===== config.mk =====
export PLATFORM = sky130hd
export DESIGN_NAME = sfp_accum
export DESIGN_NICKNAME = d
export VERILOG_FILES = /design/src/rtl/sfp_accum.sv
export SDC_FILE = /design/constraint.sdc
export NUM_CORES = 1
export LEC_CHECK = 0
export BUFFER_PORTS_ARGS = -buffer_cell sky130_fd_sc_hd__buf_4
export CORE_ASPECT_RATIO = 1.75
export CORE_UTILIZATION = 45
export CTS_CLUSTER_SIZE = 25
export DETAILED_ROUTE_END_ITERATION = 10
export GPL_TIMING_DRIVEN = 0
export PLACE_DENSITY_LB_ADDON = 0.05
export RECOVER_POWER = 100
export SYNTH_ARGS = -nofsm -noshare
export SYNTH_HDL_FRONTEND = slang
export SYNTH_SLANG_ARGS = --single-unit

===== constraint.sdc =====
create_clock -name clk -period 3.25 [get_ports clk]
set_input_delay 0.325 -clock clk [delete_from_list [all_inputs] [get_ports clk]]
set_output_delay 0.325 -clock clk [all_outputs]
set_load 0.02 [all_outputs]

===== src/rtl/sfp_accum.sv =====
// sfp_accum: per-column saturating psum accumulator with optional ReLU and valid/ready output
module sfp_accum #(
    parameter int col     = 8,
    parameter int psum_bw = 16,
    parameter int cnt_bw  = 4
) (
    input  logic                     clk,
    input  logic                     reset,
    input  logic [col*psum_bw-1:0]   in_psum,
    input  logic                     in_valid,
    output logic                     in_ready,
    input  logic                     acc_clear,
    input  logic [cnt_bw-1:0]        num_pass,
    input  logic                     relu_en,
    output logic [col*psum_bw-1:0]   out_data,
    output logic                     out_valid,
    input  logic                     out_ready,
    output logic [col-1:0]           sat_flag
);
    localparam logic [1:0] S_IDLE = 2'd0;
    localparam logic [1:0] S_ACC  = 2'd1;
    localparam logic [1:0] S_OUT  = 2'd2;
    localparam logic [psum_bw-1:0] MAX_V = {1'b0, {(psum_bw-1){1'b1}}};
    localparam logic [psum_bw-1:0] MIN_V = {1'b1, {(psum_bw-1){1'b0}}};

    logic [1:0]               state_q, state_d;
    logic [col*psum_bw-1:0]   acc_q, acc_d;
    logic [cnt_bw-1:0]        cnt_q, cnt_d;
    logic [cnt_bw-1:0]        npass_q, npass_d;
    logic [col*psum_bw-1:0]   out_data_q, out_data_d;
    logic                     out_valid_q, out_valid_d;
    logic [col-1:0]           sat_q, sat_d;
    logic [col*psum_bw-1:0]   sum_sat;
    logic [col*psum_bw-1:0]   relu_val;
    logic [col-1:0]           hit;
    logic                     accept;
    logic                     last;

    assign in_ready  = (state_q == S_ACC) && !acc_clear;
    assign accept    = in_valid && in_ready;
    assign last      = cnt_q == npass_q - cnt_bw'(1);
    assign out_data  = out_data_q;
    assign out_valid = out_valid_q;
    assign sat_flag  = sat_q;

    for (genvar g = 0; g < col; g++) begin : g_lane
        logic [psum_bw:0] ext;
        assign ext = {acc_q[g*psum_bw+psum_bw-1], acc_q[g*psum_bw +: psum_bw]}
                   + {in_psum[g*psum_bw+psum_bw-1], in_psum[g*psum_bw +: psum_bw]};
        assign hit[g] = ext[psum_bw] ^ ext[psum_bw-1];
        assign sum_sat[g*psum_bw +: psum_bw] = hit[g] ? (ext[psum_bw] ? MIN_V : MAX_V) : ext[psum_bw-1:0];
        assign relu_val[g*psum_bw +: psum_bw] = (relu_en && sum_sat[g*psum_bw+psum_bw-1]) ? '0 : sum_sat[g*psum_bw +: psum_bw];
    end

    // next state: clear beats accept, accept beats output handshake
    always_comb begin
        state_d     = state_q;
        acc_d       = acc_q;
        cnt_d       = cnt_q;
        npass_d     = npass_q;
        out_data_d  = out_data_q;
        out_valid_d = out_valid_q;
        sat_d       = sat_q;
        if (acc_clear) begin
            acc_d       = '0;
            cnt_d       = '0;
            out_valid_d = 1'b0;
            sat_d       = '0;
            npass_d     = (num_pass == '0) ? cnt_bw'(1) : num_pass;
            state_d     = S_ACC;
        end else if (accept) begin
            acc_d = sum_sat;
            sat_d = sat_q | hit;
            cnt_d = last ? '0 : cnt_q + cnt_bw'(1);
            if (last) begin
                out_data_d  = relu_val;
                out_valid_d = 1'b1;
                state_d     = S_OUT;
            end
        end else if (out_valid_q && out_ready) begin
            out_valid_d = 1'b0;
            acc_d       = '0;
            cnt_d       = '0;
            state_d     = S_ACC;
        end
    end

    // state registers with synchronous active-low reset
    always_ff @(posedge clk) begin
        if (!reset) begin
            state_q     <= S_IDLE;
            acc_q       <= '0;
            cnt_q       <= '0;
            npass_q     <= '0;
            out_data_q  <= '0;
            out_valid_q <= 1'b0;
            sat_q       <= '0;
        end else begin
            state_q     <= state_d;
            acc_q       <= acc_d;
            cnt_q       <= cnt_d;
            npass_q     <= npass_d;
            out_data_q  <= out_data_d;
            out_valid_q <= out_valid_d;
            sat_q       <= sat_d;
        end
    end
endmodule

* After elaboration in Yosys (flattened, before gate mapping)
Index checks and enable logic that the tools add are counted.
Word-level totals: bits in registers 275, input port bits 138, output and inout port bits 138, word-level logic and storage cells 89
Cells by class: add/subtract/negate cells 10, equality and inequality tests 4, muxes and demuxes 37, bitwise operators 11, reductions and logical operators 19
Operators with widths (number):
- 16-bit 2-to-1 mux | 24
- 128-bit 2-to-1 mux | 2
- 16-bit by 16-bit adder with 17-bit output | 8
- 4-bit 2-to-1 mux | 4
- 1-bit logical AND | 11
- 8-bit bitwise OR | 1
- 1-bit bitwise XOR | 8
- 2-bit 2-to-1 mux | 3
- 4-bit by 1-bit adder with 4-bit output, second input constant | 1
- 4-bit equality test | 1
- 4-bit logical NOT | 1
- 1-bit 2-to-1 mux | 4
- 2-bit AND reduction | 2
- 4-bit by 1-bit subtractor with 4-bit output, second input constant | 1
- 3-bit by 2-bit inequality test with 1-bit output, second input constant | 1
- 3-bit AND reduction | 1
- 3-bit nonzero test | 1
- 2-bit by 1-bit equality test with 1-bit output, second input constant | 1
- 2-bit by 1-bit inequality test with 1-bit output, second input constant | 1
- 1-bit inverter | 2
- 2-bit nonzero test | 1
- 2-bit OR reduction | 1
- 1-bit logical NOT | 1

* Logic depth before layout (Yosys ltp)
word-level depth 5, mapped depth 17

* Worst setup path before layout
Ideal clock, no wire load.
kind in2reg, from input port in_psum[4], to register acc_q[11], arrival time 3404 ps, data required time 3130 ps, slack -274 ps, stages on the path 15, cell sequence ha_1 > and2_1 > a311o_1 > nor3_1 > o31ai_1 > and2_1 > o211ai_1 > mux2_2 > nand2b_1 > ha_1 > inv_1 > a311o_1 > buf_2 > nor2_1 > a211o_1
On the way: longest elaborated chain between the ends 4
Ends and longest elaborated chain:
- start: declaration | line 9 | input logic [col*psum_bw-1:0] in_psum,
- 16-bit by 16-bit adder with 17-bit output * | line 49 | + {in_psum[g*psum_bw+psum_bw-1], in_psum[g*psum_bw +: psum_bw]};
- 16-bit 2-to-1 mux or 1-bit bitwise XOR (tied branches) | line 51, 50
- 16-bit 2-to-1 mux * | line 51 | assign sum_sat[g*psum_bw +: psum_bw] = hit[g] ? (ext[psum_bw] ? MIN_V : MAX_V) : ext[psum_bw-1:0];
- 128-bit 2-to-1 mux * | line 71 | end else if (accept) begin
- end signal: assignment | line 92 | acc_q <= '0;
- end signal: assignment | line 100 | acc_q <= acc_d;
- end: declaration | line 27 | logic [col*psum_bw-1:0] acc_q, acc_d;
Every way passes the cells marked *; elsewhere a longest branch is shown, timed or not. A chain may end at the register's enable or synchronous reset.

* Worst setup path in the final report
from register acc_q[4], to register out_data_q[1] (netlist: out_data[1])
On the way: longest elaborated chain between the ends 5
Ends and longest elaborated chain:
- 16-bit by 16-bit adder with 17-bit output * | line 49
- 16-bit 2-to-1 mux or 1-bit bitwise XOR (tied branches) | line 51, 50
- 16-bit 2-to-1 mux * | line 51
- 1-bit logical AND | line 52 | assign relu_val[g*psum_bw +: psum_bw] = (relu_en && sum_sat[g*psum_bw+psum_bw-1]) ? '0 : sum_sat[g*psum_bw +: ...
- 16-bit 2-to-1 mux * | line 52
- end signal: assignment | line 103 | out_data_q <= out_data_d;
- end: declaration | line 30 | logic [col*psum_bw-1:0] out_data_q, out_data_d;
Marks and branches as above.

==> impl_metrics.json <==
{
  "leakage_nw": 8.87,
  "path_cells": "ha_4 -> and2_4 -> a311o_1 -> nor3_2 -> o31ai_2 -> and2_4 -> o211ai_1 -> mux2_4 -> nand2b_4 -> ha_4 -> inv_6 -> a311o_2 -> buf_16 -> o21a_1 -> o21ai_1",
  "rr_worst_depth": 15,
  "ys_types": 80,
  "whs_ns": 0.0475,
  "netlist.area_leader.share_pct": 34.3,
  "synth_edf_count": 0,
  "place_inst": 2624,
  "clkTransAtPathRegs_ns": 0.07,
  "drv_slew": 0,
  "hold_path.class": "in -> reg",
  "antenna_found_initial": 0,
  "cts_tree": "done",
  "cts_max_level": 1,
  "instances_no_fill": 2752,
  "cp-start-kind": "register",
  "synth_top_cell_by_area": "dfxtp_1",
  "worstPathArrival_ns": 4.08,
  "syn_area_per_cell_sq_um": 8.47,
  "critPathKind": "reg -> reg",
  "hold_depth": 3,
  "cp_top_family": "compound AO/OA/AOI/OAI gates",
  "synth_area_sq_um": 16000,
  "initial_utilization_pct": 45.6,
  "grt_usage_pct": 29.2,
  "fp.coreArea_sq_um": 35100,
  "antennaDiodeCount": 0,
  "holdPathEnd": "state_q[1]",
  "dpl.hpwl_microns": 40000,
  "crit_slowest_cell": "a311o_2",
  "synthTopCellsByArea": "dfxtp_1 34%, ha_1 11%, o21ai_0 5.9%, nand2_1 4.7%, a21oi_1 3.9%",
  "worstSkewPairLatency_ns": 0.57,
  "syn_inst": 1886,
  "min_period_ns": 3.59,
  "cp_max_fo": 5,
  "ant_nets": 0,
  "slew_headroom_pct": 31.6,
  "critPathRequiredTime_ns": 3.74,
  "finClkSkew_ns": 0.00971,
  "powerDensity_nw_per_um2": 425,
  "cts.sinks": 274,
  "cts_root_buf": "clkbuf_16",
  "reg2reg_to": "out_data[1]",
  "async_reset_ff_share_pct": 0,
  "preCtsSetupSlack_ns": -0.925,
  "violations": "negative setup slack",
  "portBuffers": 273,
  "critPathMaxStageDelay_ns": 0.41,
  "cts_made_buffers": 28,
  "num_vias": 15500,
  "yosys_most_used_dff": "dfxtp_1",
  "worst_pin_slew_ns": 1.03,
  "route.detailed.drc": 0,
  "syn_nets": 2176,
  "end_kind": "register",
  "vias_per_cell": 5.65,
  "nets": 2555,
  "max-cap-violations": 0,
  "hold_path_startpoint": "out_ready",
  "area_growth_pct": 32.9,
  "num_io_pins": 276,
  "rrSetupSlack_ns": -0.34,
  "setup_viol": 173,
  "grt_pass1_wl_microns": 82200,
  "drive_gt1_share_pct": 22.1,
  "dr.pass1.iters": 5,
  "clockBufferDepth": 3,
  "rr_startpoint": "acc_q[4]",
  "hold_viol_final": 0,
  "first_global_vias": 15800,
  "fp.dieW_microns": 144,
  "path_buf_inv": 2,
  "grt_max_degree": 15,
  "ir_drop_uv": 808,
  "ys_seq_area_share_pct": 34.3,
  "dieArea_sq_um": 36300,
  "gp_congestion": 0.917,
  "fmax_mhz": 279,
  "overflow": 0,
  "finalSetupTns_ns": -16.01,
  "final.period_utilization_pct": 110,
  "ys_ff_latch": 274,
  "drt_wl_total_microns": 54400,
  "utilization_pct": 60.5,
  "wl_per_cell_microns": 19.8,
  "yosysWarnings": 0,
  "rsz0062_at_grt": "true",
  "setup_ws_ns": -0.336,
  "outcome": "complete, but fails checks",
  "die_h_microns": 251,
  "rows": 91,
  "drt_iter0_drc": 522
}
==> state kept, by name (all words and copies together), names as in the netlist <==
register  count
acc_q       128
out_data    128
sat_flag      8
cnt_q         4
npass_q       4
state_q       2
==> kinds of logic (layout without fill, tap and decap cells) <==
family / count (synthesis) / after routing / synth area share, %
simple gates: 537 / 537 / 15.8
mux: 13 / 13 / 0.838
flops: 274 / 274 / 34.3
buf+inv: 142 / 543 / 3.52
xor+xnor: 102 / 102 / 5.59
fa+ha+maj: 152 / 152 / 12.3
compound gates: 666 / 666 / 27.6
==> layout make-up <==
cell class                      count  area [sq um]
Clock inverter                     14           273
Clock buffer                       38           790
Buffer                             84           513
Tap cell                          465           582
Fill cell                        3342         13800
Inverter                           56           233
Sequential cell                   274          5500
Timing Repair Buffer              351          2210
Multi-Input combinational cell   1470         11100
==> through the flow <==
| stage | total power, mW | area (sq um) |
|---|---|---|
| 2_1_floorplan | 4.38 | 16100 |
| 3_3_place_gp | 4.85 | 18800 |
| 3_5_place_dp | 4.87 | 18800 |
| 4_1_cts | 8.87 | 20900 |
| 5_1_grt | 9.32 | 21200 |
| 6_report | 9.02 | 21200 |
==> worst max path at each step <==
stage / startpoint / end / slack [ns] / cells past startpoint
2_1_floorplan: in_psum[4] / out_data[6] / -0.04 / 15
3_3_place_gp: in_psum[97] / acc_q[104] / -0.89 / 18
3_5_place_dp: in_psum[97] / acc_q[104] / -0.92 / 18
4_1_cts: acc_q[4] / acc_q[12] / -0.28 / 15
5_1_grt: acc_q[4] / out_data[9] / -0.40 / 15
6_report: acc_q[4] / out_data[1] / -0.34 / 15
==> Yosys cell counts, drive strengths merged (9+ instances only) <==
cell      n
dfxtp   274
o21ai   209
nand2   202
ha      144
a21oi   128
nor2    127
clkbuf   68
a22o     67
xnor2    64
inv      55
nor3     40
a21o     39
xor2     38
nor2b    37
a21boi   34
nand2b   28
nand3    28
o21a     23
a31oi    19
buf      18
o211ai   16
a221o    15
o31ai    15
or2      14
a211oi   13
and2     11
o21bai   11
mux2i    10
or3       9
==> power breakdown <==
part	switching (mW)	total [mW]	internal, mW
Sequential	0.0268	3.42	3.40
Clock	1.45	3.79	2.33
Combinational	1.03	1.81	0.786
Total	2.51	9.02	6.51
==> routing by layer <==
| layer | routed length (microns) | global-route usage [%] | vias to the layer above |
|---|---|---|---|
| met2 | 28600 | 54.8 | 395 |
| met4 | 2760 | 14.8 | 0 |
| met1 | 20000 | 30.6 | 7404 |
| met5 | 0 | 0 | - |
| li1 | - | - | 7622 |
| met3 | 3070 | 4.80 | 122 |
==> placed cells by master (no fill, tap or decap), types with 19 or more instances in the layout <==
cell,netlist,final
a21boi_4,0,19
a21o_1,39,39
a21oi_1,126,100
a21oi_2,2,22
a22o_1,67,67
buf_4,5,202
clkbuf_1,68,193
clkbuf_16,0,30
dfxtp_1,274,266
ha_1,144,120
inv_1,55,51
nand2_1,201,198
nand2b_1,28,25
nand3_1,28,25
nor2_1,127,117
nor2b_1,37,34
nor3_1,39,36
o21a_1,23,23
o21ai_0,189,94
o21ai_1,15,89
xnor2_1,64,62
xor2_1,38,36
==> worst min-delay path, stage by stage <==
cell      delay, ns
buf_4          0.09
nand2b_1       0.10
a21oi_1        0.06
==> repair_timing <==
action | CTS | global route
setup endpoints to repair | 227 | 240
gates resized for setup | 234 | 174
cloned | 3 | 3
hold buffers | 0 | 0
setup buffers | 38 | 36
pin swaps | 79 | 71
Power figures use the tool's default switching activity.
